## config.mk

```make
export PLATFORM = sky130hd
export DESIGN_NAME = fetch_controller
export DESIGN_NICKNAME = d
export VERILOG_FILES = /design/src/rtl/fetch_controller.sv
export SDC_FILE = /design/constraint.sdc
export NUM_CORES = 1
export LEC_CHECK = 0
export CORE_ASPECT_RATIO = 1.2
export CORE_MARGIN = 3
export CORE_UTILIZATION = 48
export CTS_CLUSTER_SIZE = 40
export DETAILED_ROUTE_END_ITERATION = 16
export PLACE_DENSITY = 0.89
export REMOVE_ABC_BUFFERS = 1
export SLEW_MARGIN = 20
export SYNTH_ARGS = -nofsm -noshare
export SYNTH_HDL_FRONTEND = slang
export SYNTH_SLANG_ARGS = --single-unit
```

## constraint.sdc

```tcl
create_clock -name Clk -period 3.1 [get_ports Clk]
set_input_delay 0.465 -clock Clk [delete_from_list [all_inputs] [get_ports Clk]]
set_output_delay 0.465 -clock Clk [all_outputs]
set_load 0.01 [all_outputs]
```

## src/rtl/fetch_controller.sv

```systemverilog
// Instruction-fetch sequencer: issues one request at a time to instruction memory,
// presents the returned word to IF/ID and steers the PC (advance, hold, redirect).
module fetch_controller #(
    parameter int ADDR_WIDTH = 32,
    parameter int DATA_WIDTH = 32,
    parameter int PC_INCR    = 4
) (
    input  logic                  Clk,
    input  logic                  Reset_n,
    input  logic [ADDR_WIDTH-1:0] PCResult,
    output logic [ADDR_WIDTH-1:0] Address,
    output logic                  PCWrite,
    input  logic                  Redirect,
    input  logic [ADDR_WIDTH-1:0] RedirectTarget,
    input  logic                  Stall,
    output logic                  MemReqValid,
    output logic [ADDR_WIDTH-1:0] MemReqAddr,
    input  logic                  MemReqReady,
    input  logic                  MemRespValid,
    input  logic [DATA_WIDTH-1:0] MemRespData,
    output logic                  InstrValid,
    output logic [DATA_WIDTH-1:0] Instr,
    output logic [ADDR_WIDTH-1:0] InstrPC
);
    localparam logic [ADDR_WIDTH-1:0] PC_STEP = ADDR_WIDTH'(PC_INCR);

    typedef enum logic [1:0] {
        IDLE  = 2'd0,
        REQ   = 2'd1,
        WAIT  = 2'd2,
        VALID = 2'd3
    } state_t;

    state_t                state_reg, state_next;
    logic                  kill_reg, kill_next;
    logic [ADDR_WIDTH-1:0] req_addr_reg, req_addr_next;
    logic                  instr_valid_reg, instr_valid_next;
    logic [DATA_WIDTH-1:0] instr_reg, instr_next;
    logic [ADDR_WIDTH-1:0] instr_pc_reg, instr_pc_next;
    logic [ADDR_WIDTH-1:0] seq_pc;

    assign seq_pc = PCResult + PC_STEP;

    always_ff @(posedge Clk or negedge Reset_n) begin
        if (!Reset_n) begin
            state_reg       <= IDLE;
            kill_reg        <= 1'b0;
            req_addr_reg    <= '0;
            instr_valid_reg <= 1'b0;
            instr_reg       <= '0;
            instr_pc_reg    <= '0;
        end else begin
            state_reg       <= state_next;
            kill_reg        <= kill_next;
            req_addr_reg    <= req_addr_next;
            instr_valid_reg <= instr_valid_next;
            instr_reg       <= instr_next;
            instr_pc_reg    <= instr_pc_next;
        end
    end

    always_comb begin
        state_next       = state_reg;
        kill_next        = kill_reg;
        req_addr_next    = req_addr_reg;
        instr_valid_next = instr_valid_reg;
        instr_next       = instr_reg;
        instr_pc_next    = instr_pc_reg;
        case (state_reg)
            IDLE: begin
                req_addr_next = Redirect ? RedirectTarget : PCResult;
                state_next    = REQ;
            end
            REQ: begin
                // The request cannot be withdrawn, so a redirect marks it for discard instead.
                if (Redirect) begin
                    kill_next = 1'b1;
                end
                if (MemReqReady) begin
                    state_next = WAIT;
                end
            end
            WAIT: begin
                if (MemRespValid) begin
                    if (Redirect || kill_reg) begin
                        kill_next     = 1'b0;
                        req_addr_next = Redirect ? RedirectTarget : PCResult;
                        state_next    = REQ;
                    end else begin
                        instr_next       = MemRespData;
                        instr_pc_next    = req_addr_reg;
                        instr_valid_next = 1'b1;
                        state_next       = VALID;
                    end
                end else if (Redirect) begin
                    kill_next = 1'b1;
                end
            end
            VALID: begin
                if (Redirect) begin
                    instr_valid_next = 1'b0;
                    req_addr_next    = RedirectTarget;
                    state_next       = REQ;
                end else if (!Stall) begin
                    instr_valid_next = 1'b0;
                    req_addr_next    = seq_pc;
                    state_next       = REQ;
                end
            end
            default: begin
                state_next = IDLE;
            end
        endcase
    end

    // PC steering is combinational; reset forces it quiet regardless of the other inputs.
    always_comb begin
        PCWrite = 1'b0;
        Address = PCResult;
        if (!Reset_n) begin
            Address = '0;
        end else if (Redirect) begin
            PCWrite = 1'b1;
            Address = RedirectTarget;
        end else if (state_reg == VALID && !Stall) begin
            PCWrite = 1'b1;
            Address = seq_pc;
        end
    end

    assign MemReqValid = (state_reg == REQ);
    assign MemReqAddr  = req_addr_reg;
    assign InstrValid  = instr_valid_reg;
    assign Instr       = instr_reg;
    assign InstrPC     = instr_pc_reg;

endmodule
```

==> flow_summary.ini, run 1 <==
[routing]
wl_per_cell_um = 19.4
top_layer_used = met4
wl_met2_mm = 10.4
drt_first_iter_violations = 426
postRouteWirelength_mm = 20.1
drt-met1-wl_mm = 7.58
via_per_inst = 5.57
vias = 5774
dr.pass1.iters = 5
wl_met3_mm = 1.27
drc = 0
ant_nets = 0

[sta]
fin_skew_ns = 0.00676
hold_viol = 0
max_slew_margin = 0.647
tightest_slew_ns = 0.528
holdWs_ns = 0.157
tns_ns = 0
rsz0062_at_grt = false
maxClockFrequency_ghz = 0.332
drv_slew = 0
setup_viol_count_final = 0
period_share = 0.971
period_minus_slack_ns = 3.01

[power]
vdd_drop_max_v = 0.000587
power.total_mw = 6.52
powerDensity_mw_per_mm2 = 716
power_leakage_nw = 4.02

[logic_synthesis]
synthArstFlopShare = 1.00
ys_warn_count = 0
yosysTopAreaCell = dfrtp_1
synth_seq_cells = 100
synth.avg_cell_area_um2 = 9.80
ys_dominant_reg_cell = dfrtp_1
synth_edf_count = 0
synthDominantCellAreaShare = 0.432
ys_seq_area_frac = 0.432
ys_types = 55
synthTopCellsByArea = dfrtp_1 43%, mux2_2 13%, nand2_1 5.7%
syn_inst = 591
synth_area_mm2 = 0.00579

[critical_path]
crit_path_start_kind = input port
timing.rr.end = MemReqAddr[20]
worst_path_largest_cell_delay_ns = 0.59
cp_cell_sequence = clkdlybuf4s50_1 > buf_4 > and3_2 > and4bb_2 > nand2_1 > nor2_1 > xnor2_1 > a21oi_1 > dlygate4sd2_1
critPathMaxFanout = 3
endpoint_kind = primary output
rr_worst_depth = 8
required_ns = 2.63
r2r_slack_ns = 0.46
r2r_start = state_reg[1]
cpMaxStageDelayCell = clkdlybuf4s50_1
crit_start = PCResult[8]
cp.arrival_ns = 2.54
critPathKind = in2out

[placement]
dp_hpwl_mm = 15.2
globalplace.congestion = 0.929
port_buffers = 232
placed_cells = 1015

[final_layout]
layout_commonest_cell = clkdlybuf4s50_1
area_delta_synth_final_pct = 57.2
final-seq-area_mm2 = 0.00250
multi_input_area_mm2 = 0.00310
final_cells = 1036
fillers = 818
layout_common_cells = 202 x clkdlybuf4s50_1, 100 x dfrtp_1, 88 x nand2_1
drive_gt1_frac = 0.214
n_antenna_cell = 0
postLayoutCoreUtil = 0.780
nets = 981

[cts]
cts.reportedPaths.clkPinSlew_ns = 0.07
cts_buffers = 9
clockBufferDepth = 2
cts_hold_buf = 0
cts_tree = built
clkSinkCount = 100
cts_root_buf = clkbuf_16
clk_latency_ns = 0.35
h-tree-depth = 3

[global_route]
groute.usage.overall = 0.299
grt_pass1_wl_mm = 31.8
grt_overflow = 0
grt_max_degree = 69
grt_pass1_vias = 6169
antenna_found_initial = 0

[flow_run]
drv_cap = 0

[die]
start_util = 0.496
core_area_mm2 = 0.0117
die_area_mm2 = 0.0134
placementRows = 43
ioPinCount = 233
die_x_um = 106
die_h_um = 126

[outcome]
status = finished, final reports clean

[worst_hold_path]
min_path_type = in2async
## Yosys cell counts, types with 8 or more instances
library cell / instances
a21oi_1: 27
buf_2: 9
clkbuf_1: 16
dfrtp_1: 100
mux2_2: 65
nand2_1: 88
nand2b_1: 18
nand3_1: 18
nand4_1: 12
nor2_1: 30
o211ai_1: 8
o21ai_0: 42
xnor2_1: 23
xor2_1: 24
## worst max-delay path, delay by kind of cell
family	cells	cell delay, ns
xor gates and xnor gates	1	0.16
and+or+nand+nor	4	0.77
AOI/OAI and AO/OA	1	0.11
buffers and inverters	3	1.05
## how the worst max path moves through the flow
stage	endpoint	slack (ns)	cells after the start
floorplan	InstrPC[0]	-2.75	5
global route	Address[6]	0.007	8
finish	Address[22]	0.09	9
global placement	Address[30]	-0.40	8
detailed placement	Address[22]	-0.45	9
CTS	Address[22]	-0.03	10
## cell type report
class / count / share of cell area
timing repair buffer: 312 / 0.325
inverter: 6 / 0.00247
tap: 157 / 0.0216
multi-input combinational: 445 / 0.340
sequential: 100 / 0.275
clock inverter: 6 / 0.0102
clock buffer: 10 / 0.0262
## timing repair
action	CTS	global route
buffers inserted	3	2
pin swaps	3	8
gates resized for setup	28	19
setup endpoints to repair	24	19
## per-layer routing
layer  track usage  vias to the layer above
met5             0                        -
met3        0.0519                       60
met1         0.343                     2810
li1              -                     2651
met2         0.537                      253
met4         0.142                        0
## through the flow
| step | instance area [um2] | worst slack (ns) |
|---|---|---|
| 4_1_cts | 9040 | -0.0339 |
| 5_1_grt | 9110 | 0.00733 |
| 6_report | 9110 | 0.0902 |
| 2_1_floorplan | 5570 | -2.75 |
| 3_3_place_gp | 8690 | -0.402 |
| 3_5_place_dp | 8690 | -0.445 |
## cells by family after synthesis
family                   Yosys count  share of synthesized area
XOR/XNOR                          47                     0.0710
AND/OR/NAND/NOR                  208                      0.185
multiplexers                      72                      0.138
buffers and inverters             46                     0.0425
adder cells (fa/ha/maj)            5                     0.0108
AO/OA/AOI/OAI                    113                      0.120
flip-flops                       100                      0.432
## power breakdown
group          total, mW  switching [mW]  internal, mW  leakage, nW
Clock               1.27           0.532         0.738        0.161
Sequential          2.23           0.363          1.87         1.29
Combinational       3.02            1.34          1.68         2.57
(Power assumes the default switching activity.)
==> run 2: changes to the inputs <==
--- a/config.mk
+++ b/config.mk
@@ -7,10 +7,10 @@
 export LEC_CHECK = 0
 export CORE_ASPECT_RATIO = 1.2
 export CORE_MARGIN = 3
-export CORE_UTILIZATION = 48
+export CORE_UTILIZATION = 44
 export CTS_CLUSTER_SIZE = 40
 export DETAILED_ROUTE_END_ITERATION = 16
-export PLACE_DENSITY = 0.89
+export PLACE_DENSITY = 0.82
 export REMOVE_ABC_BUFFERS = 1
 export SLEW_MARGIN = 20
 export SYNTH_ARGS = -nofsm -noshare
==> constraint.sdc (replaced) <==
create_clock -name Clk -period 3.2 [get_ports Clk]
set_input_delay 0.48 -clock Clk [delete_from_list [all_inputs] [get_ports Clk]]
set_output_delay 0.48 -clock Clk [all_outputs]
set_load 0.01 [all_outputs]
==> flow_summary.ini, run 2 (synthesis results as in run 1) <==
[outcome]
status = finished, final reports clean

[critical_path]
timing.rr.end = MemReqAddr[11]
crit_path_start_kind = input port
required_ns = 2.72
worst_path_largest_cell_delay_ns = 0.51
r2r_start = state_reg[0]
critPathKind = in2out
endpoint_kind = primary output
cp.arrival_ns = 2.59
r2r_slack_ns = 0.96
cpMaxStageDelayCell = clkdlybuf4s50_1
cp_cell_sequence = clkdlybuf4s50_1 > buf_4 > nand4_1 > nor2_1 > buf_4 > nand2_1 > or3_4 > xor2_1 > o21ai_1 > dlygate4sd2_1
rr_worst_depth = 8
crit_top_cell = buf_4
critPathMaxFanout = 5

[cts]
cts_tree = built
cts_buffers = 9
clkSinkCount = 100
cts_root_buf = clkbuf_16
clk_latency_ns = 0.34
cts.reportedPaths.clkPinSlew_ns = 0.07
h-tree-depth = 3
clockBufferDepth = 2

[final_layout]
nets = 975
drive_gt1_frac = 0.206
n_antenna_cell = 0
postLayoutCoreUtil = 0.702
layout_commonest_cell = clkdlybuf4s50_1
layout_common_cells = 206 x clkdlybuf4s50_1, 100 x dfrtp_1, 88 x nand2_1
fillers = 1003
area_delta_synth_final_pct = 54.9

[placement]
globalplace.congestion = 0.955
port_buffers = 232
dp_hpwl_mm = 14.5

[power]
power_leakage_nw = 3.95
powerDensity_mw_per_mm2 = 680
power.total_mw = 6.11
vdd_drop_max_v = 0.000432

[global_route]
groute.usage.overall = 0.251
grt_pass1_vias = 5783
antenna_found_initial = 0
grt_pass1_wl_mm = 29.9
grt_max_degree = 69
grt_overflow = 0

[die]
start_util = 0.453
die_x_um = 111
ioPinCount = 233
placementRows = 45
core_area_mm2 = 0.0128
die_h_um = 132
die_area_mm2 = 0.0146

[sta]
hold_viol = 0
fin_skew_ns = 0.00707
tns_ns = 0
period_share = 0.960
drv_slew = 0
maxClockFrequency_ghz = 0.326
max_slew_margin = 0.656
tightest_slew_ns = 0.516
period_minus_slack_ns = 3.07
rsz0062_at_grt = false
setup_viol_count_final = 0

[routing]
ant_nets = 0
vias = 5571
drc = 0
postRouteWirelength_mm = 18.7
wl_per_cell_um = 18.1
drt_first_iter_violations = 382
dr.pass1.iters = 6
via_per_inst = 5.37

[worst_hold_path]
min_path_type = in2async

[flow_run]
drv_cap = 0
-- run 2: cell count changes in the layout (fill, tap and decap cells not counted), moves of 2 or more --
| cell | delta |
|---|---|
| clkdlybuf4s50_1 | +4 |
| dlygate4sd2_1 | -4 |
| buf_4 | -3 |
| buf_6 | -2 |
| bufinv_16 | -2 |
| clkbuf_2 | +2 |
| clkinv_4 | +2 |
-- run 2: repair_timing --
item	4_1_cts	5_1_grt
endpoints found under the hold margin	0	0
setup buffers	2	2
gates cloned	0	0
pin swaps	3	5
hold buffers	0	0
endpoints found under the setup margin	22	13
gates resized for setup	22	18
-- run 2: final cells by class --
cell class	count	area (um2)	area share
repair buffers	306	2880	0.321
flip-flops and latches	100	2500	0.279
well taps	164	205	0.0229
clock buffers	10	229	0.0255
multi-input cells	445	3080	0.343
inverters	6	22.5	0.00251
clock inverters	6	56.3	0.00627
-- run 2: how the worst max path moves through the flow --
stage                       startpoint          end  slack (ns)  depth (start not counted)
after floorplan           state_reg[0]   InstrPC[0]       -2.65                          5
after global placement     PCResult[2]  Address[30]       -0.28                          8
after detailed placement   PCResult[2]  Address[28]       -0.24                          8
after CTS                  PCResult[2]  Address[17]       0.008                         10
after global routing       PCResult[3]  Address[26]        0.01                          9
final                      PCResult[2]  Address[31]        0.13                         10
-- run 2: power breakdown --
group	total (mW)	internal [mW]	switching (mW)	leakage (nW)
Clock	1.07	0.545	0.521	0.137
Sequential	2.16	1.81	0.349	1.29
Combinational	2.88	1.63	1.25	2.53
-- run 2: critical path, delay by kind of cell --
family	cells	cell delay [ns]
buf+inv	4	1.08
simple gates	4	0.75
xor+xnor	1	0.15
compound gates	1	0.12
-- run 2: per-stage QoR --
step | cells | instance area, um2 | hold WS [ns] | setup slack [ns]
floorplan | 551 | 5570 | 0.184 | -2.65
global placement | 1017 | 8650 | 0.378 | -0.282
detailed placement | 1017 | 8650 | 0.381 | -0.243
CTS | 1035 | 8950 | 0.00577 | 0.00794
global route | 1037 | 8970 | 0.0155 | 0.00972
finish | 1037 | 8970 | 0.00506 | 0.129
-- run 2: per-layer routing --
metal  global-route usage  vias to the layer above  share of wire
met2                0.438                      231           0.51
met3               0.0304                       36          0.056
met5                    0                        -              0
li1                     -                     2645              -
met4                0.102                        0          0.026
met1                0.315                     2659           0.41
==> run 3: changes to the inputs <==
--- a/config.mk
+++ b/config.mk
@@ -10,6 +10,7 @@
 export CORE_UTILIZATION = 44
 export CTS_CLUSTER_SIZE = 40
 export DETAILED_ROUTE_END_ITERATION = 16
+export GPL_TIMING_DRIVEN = 1
 export PLACE_DENSITY = 0.82
 export REMOVE_ABC_BUFFERS = 1
 export SLEW_MARGIN = 20
==> results of run 3 <==
Same layout as run 2: the final DEF is identical, and so are final timing and power.
